<file path="src/rtl/fft_ctrl_if.sv">
// Control/address bundle between the FFT sequencer and the RAM, ROM
// and butterfly datapath.
interface fft_ctrl_if #(
    parameter int N = 9
);
    logic                 start;
    logic                 busy;
    logic                 done;
    logic [N-1:0]         add_a;
    logic [N-1:0]         add_b;
    logic [N-2:0]         tw_add;
    logic [$clog2(N)-1:0] stage;
    logic                 bf_load;
    logic                 we;

    modport master (
        input  start,
        output busy, done, add_a, add_b, tw_add,
        output stage, bf_load, we
    );

    modport slave (
        output start,
        input  busy, done, add_a, add_b, tw_add,
        input  stage, bf_load, we
    );
endinterface

</file>
<file path="src/rtl/fft_ctrl.sv">
// In-place radix-2 DIT FFT sequencer: walks stages and butterflies,
// producing RAM/twiddle addresses and load/write strobes.
module fft_ctrl #(
    parameter int N      = 9,
    parameter int BF_LAT = 3
) (
    input  logic      clk,
    input  logic      reset,
    fft_ctrl_if.master bus
);

    localparam int SW = $clog2(N);
    localparam int BW = N - 1;
    localparam int CW = (BF_LAT > 1) ? $clog2(BF_LAT) : 1;

    localparam logic [BW-1:0] B_LAST = '1;
    localparam logic [SW-1:0] S_LAST = SW'(N - 1);
    localparam logic [CW-1:0] C_LAST = CW'(BF_LAT - 1);

    typedef enum logic [2:0] {
        IDLE,
        READ,
        CALC,
        WRITE,
        FIN
    } state_t;

    state_t        state, state_n;
    logic [SW-1:0] s, s_n;
    logic [BW-1:0] b, b_n;
    logic [CW-1:0] cnt, cnt_n;

    logic [BW-1:0] mask;
    logic [N-1:0]  a_n, ab_n;
    logic [BW-1:0] tw_n;
    logic [N-1:0]  a_q, ab_q;
    logic [BW-1:0] tw_q;

    always_comb begin
        state_n = state;
        s_n     = s;
        b_n     = b;
        cnt_n   = cnt;
        unique case (state)
            IDLE: begin
                if (bus.start) begin
                    state_n = READ;
                    s_n     = '0;
                    b_n     = '0;
                end
            end
            READ: begin
                state_n = CALC;
                cnt_n   = '0;
            end
            CALC: begin
                if (cnt == C_LAST) begin
                    state_n = WRITE;
                    cnt_n   = '0;
                end else begin
                    cnt_n = cnt + CW'(1);
                end
            end
            WRITE: begin
                if (b != B_LAST) begin
                    state_n = READ;
                    b_n     = b + BW'(1);
                end else if (s != S_LAST) begin
                    state_n = READ;
                    b_n     = '0;
                    s_n     = s + SW'(1);
                end else begin
                    state_n = FIN;
                end
            end
            FIN: begin
                state_n = IDLE;
            end
            default: begin
                state_n = IDLE;
            end
        endcase
    end

    // Split b at bit s: upper part moves up one place to open the gap.
    always_comb begin
        mask = (BW'(1) << s_n) - BW'(1);
        a_n  = (N'(b_n & ~mask) << 1) | N'(b_n & mask);
        ab_n = a_n | (N'(1) << s_n);
        tw_n = (b_n & mask) << (BW - int'(s_n));
    end

    always_ff @(posedge clk or posedge reset) begin
        if (reset) begin
            state <= IDLE;
            s     <= '0;
            b     <= '0;
            cnt   <= '0;
            a_q   <= '0;
            ab_q  <= '0;
            tw_q  <= '0;
        end else begin
            state <= state_n;
            s     <= s_n;
            b     <= b_n;
            cnt   <= cnt_n;
            if (state_n == READ) begin
                a_q  <= a_n;
                ab_q <= ab_n;
                tw_q <= tw_n;
            end
        end
    end

    assign bus.busy    = (state != IDLE);
    assign bus.bf_load = (state == READ);
    assign bus.we      = (state == WRITE);
    assign bus.done    = (state == FIN);
    assign bus.add_a   = a_q;
    assign bus.add_b   = ab_q;
    assign bus.tw_add  = tw_q;
    assign bus.stage   = s;

endmodule
</file>
<file path="src/flat_wrapper.sv">
// flat-port wrapper written by rule: the top's interface ports become plain ports
module fft_ctrl_flat 
#(
    parameter int N      = 9,
    parameter int BF_LAT = 3
)
  (clk, reset, bus_start, bus_busy, bus_done, bus_add_a, bus_add_b, bus_tw_add, bus_stage, bus_bf_load, bus_we);
  fft_ctrl_if #(.N(N)) bus_i ();
  input  logic clk;
  input  logic reset;
  input wire logic [$bits(bus_i.start)-1:0] bus_start;
  output wire logic [$bits(bus_i.busy)-1:0] bus_busy;
  output wire logic [$bits(bus_i.done)-1:0] bus_done;
  output wire logic [$bits(bus_i.add_a)-1:0] bus_add_a;
  output wire logic [$bits(bus_i.add_b)-1:0] bus_add_b;
  output wire logic [$bits(bus_i.tw_add)-1:0] bus_tw_add;
  output wire logic [$bits(bus_i.stage)-1:0] bus_stage;
  output wire logic [$bits(bus_i.bf_load)-1:0] bus_bf_load;
  output wire logic [$bits(bus_i.we)-1:0] bus_we;
  assign bus_i.start = bus_start;
  assign bus_busy = bus_i.busy;
  assign bus_done = bus_i.done;
  assign bus_add_a = bus_i.add_a;
  assign bus_add_b = bus_i.add_b;
  assign bus_tw_add = bus_i.tw_add;
  assign bus_stage = bus_i.stage;
  assign bus_bf_load = bus_i.bf_load;
  assign bus_we = bus_i.we;
  fft_ctrl #(.N(N), .BF_LAT(BF_LAT)) u_core (.clk(clk), .reset(reset), .bus(bus_i));
endmodule
</file>
<file path="config.mk">
export PLATFORM = sky130hd
export DESIGN_NAME = fft_ctrl_flat
export DESIGN_NICKNAME = d
export VERILOG_FILES = /design/src/rtl/fft_ctrl_if.sv /design/src/rtl/fft_ctrl.sv /design/src/flat_wrapper.sv
export SDC_FILE = /design/constraint.sdc
export NUM_CORES = 1
export LEC_CHECK = 0
export BUFFER_PORTS_ARGS = -buffer_cell sky130_fd_sc_hd__buf_2
export CAP_MARGIN = 10
export CORE_ASPECT_RATIO = 0.9
export CORE_MARGIN = 2
export CORE_UTILIZATION = 52
export CTS_CLUSTER_SIZE = 40
export DETAILED_ROUTE_END_ITERATION = 10
export PLACE_DENSITY = 0.77
export RECOVER_POWER = 25
export SYNTH_ARGS = -nofsm -noshare
export SYNTH_HDL_FRONTEND = slang
export SYNTH_SLANG_ARGS = --single-unit
</file>
<file path="constraint.sdc">
create_clock -name clk -period 3.6 [get_ports clk]
set_input_delay 0.9 -clock clk [delete_from_list [all_inputs] [get_ports clk]]
set_output_delay 0.9 -clock clk [all_outputs]
set_load 0.02 [all_outputs]
</file>
==> results of run 1 <==
registers in the layout (all words and copies together), names as in the netlist:
name,flops
u_core.bus.stage,4
u_core.b,8
u_core.cnt,2
u_core.state,3
u_core.bus.tw_add,8
u_core.bus.add_a,9
u_core.bus.add_b,9
through the flow:
stage | worst slack, ns | power (mW) | hold WS (ns) | setup TNS [ns]
floorplan | -0.129 | 0.499 | 0.519 | -0.348
global placement | -0.134 | 0.504 | 0.455 | -0.463
detailed placement | -0.211 | 0.505 | 0.467 | -0.921
CTS | 0.0817 | 0.951 | 0.486 | 0
global route | -0.0444 | 0.969 | 0.517 | -0.0444
finish | 0.0698 | 0.944 | 0.477 | 0
worst min-delay path by stage:
stage / depth (start not counted) / to / slack (ns) / start
2_1_floorplan: 2 / u_core.cnt[1] / 0.52 / u_core.cnt[1]
3_3_place_gp: 2 / u_core.bus.add_a[3] / 0.45 / u_core.bus.add_a[3]
3_5_place_dp: 2 / u_core.bus.add_a[3] / 0.47 / u_core.bus.add_a[3]
4_1_cts: 2 / u_core.bus.add_a[3] / 0.49 / u_core.bus.add_a[3]
5_1_grt: 2 / u_core.bus.add_a[3] / 0.52 / u_core.bus.add_a[3]
6_report: 2 / u_core.bus.add_a[3] / 0.48 / u_core.bus.add_a[3]
cell usage after synthesis (all sizes together) (2+ instances only):
| master | number | area [µm²] |
|---|---|---|
| a21oi | 20 | 111 |
| ha | 10 | 125 |
| nor3 | 6 | 41.3 |
| xnor2 | 2 | 17.5 |
| a211oi | 5 | 37.5 |
| buf | 6 | 28.8 |
| a32oi | 4 | 35.0 |
| mux2i | 3 | 30.0 |
| a41oi | 3 | 26.3 |
| nand3b | 5 | 37.5 |
| or4 | 2 | 18.8 |
| o21ai | 22 | 110 |
| nand2 | 32 | 120 |
| clkbuf | 12 | 45.0 |
| and4 | 2 | 17.5 |
| o31ai | 5 | 37.5 |
| mux2 | 4 | 48.8 |
| a31oi | 14 | 87.6 |
| inv | 17 | 63.8 |
| and3 | 7 | 48.8 |
| a22oi | 3 | 22.5 |
| nor2 | 27 | 101 |
| o31a | 2 | 17.5 |
| a211o | 3 | 26.3 |
| a32o | 3 | 30.0 |
| nand4 | 3 | 18.8 |
| o211ai | 2 | 15.0 |
| a21o | 2 | 15.0 |
| nand2b | 3 | 18.8 |
| nor3b | 2 | 15.0 |
| nand3 | 13 | 65.1 |
| dfrtp | 43 | 1080 |
| or3 | 2 | 12.5 |
| o22a | 2 | 17.5 |
| o21a | 3 | 22.5 |
cell families after synthesis:
group                    count (synthesis)  share of synthesized area
flip-flops                              43                      0.401
XOR/XNOR                                 2                    0.00653
multiplexers                             7                     0.0294
adder cells (fa/ha/maj)                 10                     0.0466
AO/OA/AOI/OAI                           99                      0.249
AND/OR/NAND/NOR                        111                      0.216
buffers and inverters                   35                     0.0513
power by group through the flow:
stage	registers, mW	clock network [mW]	logic [mW]
finish	0.483	0.449	0.0126
global placement	0.492	0	0.0120
global route	0.483	0.471	0.0150
CTS	0.482	0.456	0.0124
detailed placement	0.492	0	0.0124
floorplan	0.492	0	0.00725
timing repair:
action                     in CTS  in global routing
setup endpoints to repair       0                  5
setup buffers                   0                  9
gates resized for setup         0                 13
worst register-to-register path: stages, from the launching register on:
cell and delay [ns]:
dfrtp_1 0.44, ha_4 0.20, nand4_1 0.14, buf_4 0.20, o211a_1 0.31, nor3_4 0.25
buf_6 0.14, ha_4 0.14, nand2_4 0.06, ha_4 0.17, nor3b_4 0.14, xnor2_1 0.12
mux2_4 0.27, a211o_1 0.37, o31ai_1 0.27, a32oi_1 0.09, o21ai_1 0.12
final cells by class:
class,count,area share
well taps,65,0.0227
repair buffers,94,0.174
flip-flops and latches,43,0.301
multi-input cells,229,0.447
inverters,17,0.0185
clock inverters,2,0.0168
clock buffers,6,0.0203
per-layer routing:
| layer | wire, µm | share of wire | track usage |
|---|---|---|---|
| met1 | 3440 | 0.43 | 0.397 |
| met2 | 3850 | 0.48 | 0.452 |
| met3 | 654 | 0.081 | 0.0473 |
| met4 | 138 | 0.017 | 0.0977 |
| met5 | 0 | 0 | 0 |
==> metrics, run 1 <==
outcome=complete, no violations; Hold Violations, Final=0; crit path kind=in -> reg; DIE WIDTH=79.7 µm; FP Rows=24; Crit path largest cell delay=0.50 ns; CTS HTree Levels=2; Post-Place Cell Area=3330 µm²; die height=72.1 µm; Hold-fix buffers, CTS=0; final setup fails=0; placer's final routability congestion estimate=0.968; number of flops mapped to enable cells by yosys=0; worst hold path class=reg -> reg; WL/cell=17.7 µm; Starting Density=0.548; Max Freq=283 MHz; drt total wl=8080 µm; Tot GR Track Use=0.284; placed cells=439; antenna violations before repair=0; ant diodes=0; largest net degree at the start of global routing=23; fin crit period=3.53 ns; first-pass GRT wire length=12700 µm; clock share of power=0.476; Pint=0.763 mW; Routed Antenna Nets=0; PD cells=264 nW/µm²; vias in the first global route=2607; total gr overflow=0; worst setup path end=u_core.bus.tw_add[7]; deepest clock path buffer count=2; max-cap violations=0; Post-Layout Inst Area=3580 µm²; Clock Latency Late Sink=0.31 ns; post-synthesis sequential area ratio=0.401; Inserted Clock Buffers=5; crit end category=register; Crit. path cell count=17; Worst Reg-to-Reg Cells=16; Final Util=0.731; sequential group share of total power=0.511; Cell Chain, Critical Path=buf_6 -> or4b_4 -> buf_6 -> nand3_4 -> nand3_4 -> inv_4 -> ha_4 -> ha_4 -> nand2_4 -> ha_4 -> nor3b_4 -> xnor2_1 -> mux2_4 -> a211o_1 -> o31ai_1 -> a32oi_1 -> o21ai_1; Final HPWL DP=5810 µm; flop2flop setup slack=0.09 ns; combinational fraction of design power=0.013; Filler Cell Count=365; Yosys warning count=0; layout cell share with drive strength beyond 1=0.327; Peak VDD IR=0.000204 V; Distinct cells, synth=56; DRT iter0 DRCs=344; commonest non-fill, non-tap cell in the layout=buf_4; Top FF cell, synth=dfrtp_1; die area=5750 µm²; Psw=0.182 mW; Setup crit start=bus_start; peak fanout along the critical path=5; Setup crit start kind=input port; core region area=4890 µm²; #FFs+latches synth=43; syn nets=320; Worst path most repeated cell=ha_4; Worst-Margin Slew=1.29 ns; Switching Share=0.193; Data arrival, critical path=3.76 ns; Mapped Cells=307; FF+latch area=1080 µm²; CTS tree=yes; CTS sink cnt=43; Worst-path clk slew=0.08 ns; clock skew=0.0145 ns; CP top delay family=simple AND/OR/NAND/NOR gates; Cell Area, Synth=2680 µm²; non-filler cells, final=456; footprint of the multi-input gates=1600 µm²; Slew Limit Fails=0; critical path buffer and inverter count=3; slowest stage cell, crit path=or4b_4; worst r2r dst=u_core.bus.tw_add[7]; vias=2844; drt drc=0; leak pwr=1.64 nW; Slew headroom=0.138; RSZ-0062 raised after global routing=true; Final nets=403; CTS Root Cell=clkbuf_8; via/cell ratio=6.24; First-pass DRT Iterations=5; worst r2r src=u_core.b[0]; Layout area overhead=33.4%; Top Ports=37; asr flop ratio synth=1.00; Avg Inst Size Synth=8.74 µm²; final period utilization=0.981; PortBufs=36; most frequent cells in the layout=buf_4, dfrtp_1, buf_2, nand2_1, nor2_1; Worst Path Required=3.83 ns
(Power assumes the default switching activity.)
==> run 2: changes to the inputs <==
Settings changed: CORE_MARGIN 2 to not set.
==> run 2 against run 1 <==
Against the previous run:
- clock power is 18% lower
- cell area is 1.5% lower
- first-iteration DRC count is 23% lower
- global-route usage is 1.5 points higher
- sequential power hardly changed
- worst hold slack worse by 0.0024 ns
- clock skew is 0.011 ns lower
==> metrics, run 2 (synthesis results as in run 1) <==
Slew Limit Fails=0; Clock Latency Late Sink=0.30 ns; core region area=4890 µm²; deepest clock path buffer count=2; Final HPWL DP=5720 µm; Final nets=399; Worst-Margin Slew=1.15 ns; crit end category=register; Layout area overhead=31.4%; non-filler cells, final=451; Top Ports=37; vias=2786; Cell Chain, Critical Path=buf_2 -> or4b_4 -> buf_6 -> nand3_4 -> nand3_4 -> inv_4 -> ha_4 -> ha_4 -> nand2_4 -> ha_4 -> nor3b_2 -> xnor2_1 -> mux2_4 -> a211o_4 -> o21ai_2 -> a21oi_2 -> a211oi_2; Inserted Clock Buffers=5; final period utilization=0.974; clock skew=0.00396 ns; Data arrival, critical path=3.73 ns; via/cell ratio=6.18; Hold Violations, Final=0; Worst Path Required=3.82 ns; fin crit period=3.51 ns; PortBufs=36; drt total wl=7770 µm; vias in the first global route=2499; slowest stage cell, crit path=or4b_4; first-pass GRT wire length=12500 µm; max-cap violations=0; Peak VDD IR=0.000190 V; peak fanout along the critical path=4; Worst path most repeated cell=ha_4; outcome=complete, no violations; largest net degree at the start of global routing=24; antenna violations before repair=0; First-pass DRT Iterations=5; WL/cell=17.2 µm; Crit path largest cell delay=0.50 ns; Setup crit start kind=input port; worst hold path class=reg -> reg; Worst-path clk slew=0.08 ns; CTS Root Cell=clkbuf_8; commonest non-fill, non-tap cell in the layout=buf_4; Slew headroom=0.232; placed cells=440; drt drc=0; Final Util=0.720; Max Freq=285 MHz; final setup fails=0; PD cells=244 nW/µm²; total gr overflow=0; CTS HTree Levels=2; Routed Antenna Nets=0; DIE WIDTH=77.7 µm; Starting Density=0.548; die area=5450 µm²; leak pwr=1.61 nW; placer's final routability congestion estimate=0.922; CTS sink cnt=43; layout cell share with drive strength beyond 1=0.326; FP Rows=24; die height=70.1 µm; Tot GR Track Use=0.299; worst hold slack=0.474 ns; crit path kind=in -> reg; Post-Layout Inst Area=3530 µm²; Hold-fix buffers, CTS=0; ant diodes=0; Post-Place Cell Area=3340 µm²; most frequent cells in the layout=buf_4, dfrtp_1, buf_2, nand2_1, nor2_1; CTS tree=yes; DRT iter0 DRCs=264
[run 2: changes by cell type in the layout (fill, tap and decap cells not counted), sizes merged]
cell    before  now
buf         92   88
bufinv       2    1
[run 2: metrics by stage]
| step | worst slack [ns] | TNS [ns] | power, mW |
|---|---|---|---|
| floorplan | -0.129 | -0.348 | 0.499 |
| global placement | -0.134 | -0.475 | 0.504 |
| detailed placement | -0.231 | -0.942 | 0.505 |
| CTS | 0.0316 | 0 | 0.868 |
| global route | -0.0113 | -0.0113 | 0.885 |
| finish | 0.0930 | 0 | 0.860 |
[run 2: worst paths after layout]
path	cells past startpoint	slack [ns]	from	endpoint
worst max-delay path	17	0.09	bus_start	u_core.bus.tw_add[6]
worst min-delay path	2	0.47	u_core.bus.add_a[3]	u_core.bus.add_a[3]
worst max register to register	15	0.12	u_core.state[2]	u_core.bus.tw_add[4]
worst min register to register	2	0.47	u_core.bus.add_a[3]	u_core.bus.add_a[3]
max in group asynchronous	3	1.49	reset	u_core.bus.tw_add[4]
min in group asynchronous	2	0.66	reset	u_core.bus.stage[3]
[run 2: timing repair]
item,4_1_cts,5_1_grt
endpoints found under the hold margin,0,0
pin swaps,0,7
gates resized for setup,1,14
endpoints found under the setup margin,3,7
setup buffers,0,4
[run 2: cell type report]
cell class	instances	area [µm²]
sequential	43	1080
inverter	17	66.3
timing repair buffer	90	586
clock buffer	6	72.6
tap	65	81.3
multi-input combinational	229	1610
fill	374	1370
clock inverter	1	30.0
[run 2: report_power, final]
group | total [mW] | leakage [nW] | switching (mW) | internal (mW)
sequential | 0.482 | 0.490 | 0 | 0.482
clock | 0.366 | 0.0513 | 0.163 | 0.203
combinational | 0.0112 | 1.07 | 0.0100 | 0.00123
[run 2: routing by layer]
metal / vias up / global-route usage / part of all wire
met1: 1336 / 0.423 / 0.45
li1: 1306 / - / -
met5: - / 0 / 0
met3: 23 / 0.0471 / 0.063
met4: 0 / 0.117 / 0.026
met2: 121 / 0.459 / 0.46
[run 2: worst max-delay path, delay by kind of cell]
family	cells	cell delay, ns
AOI/OAI and AO/OA	4	0.78
xor gates and xnor gates	1	0.13
adders and majority gates	3	0.43
buffers and inverters	3	0.32
muxes	1	0.29
and+or+nand+nor	5	0.87
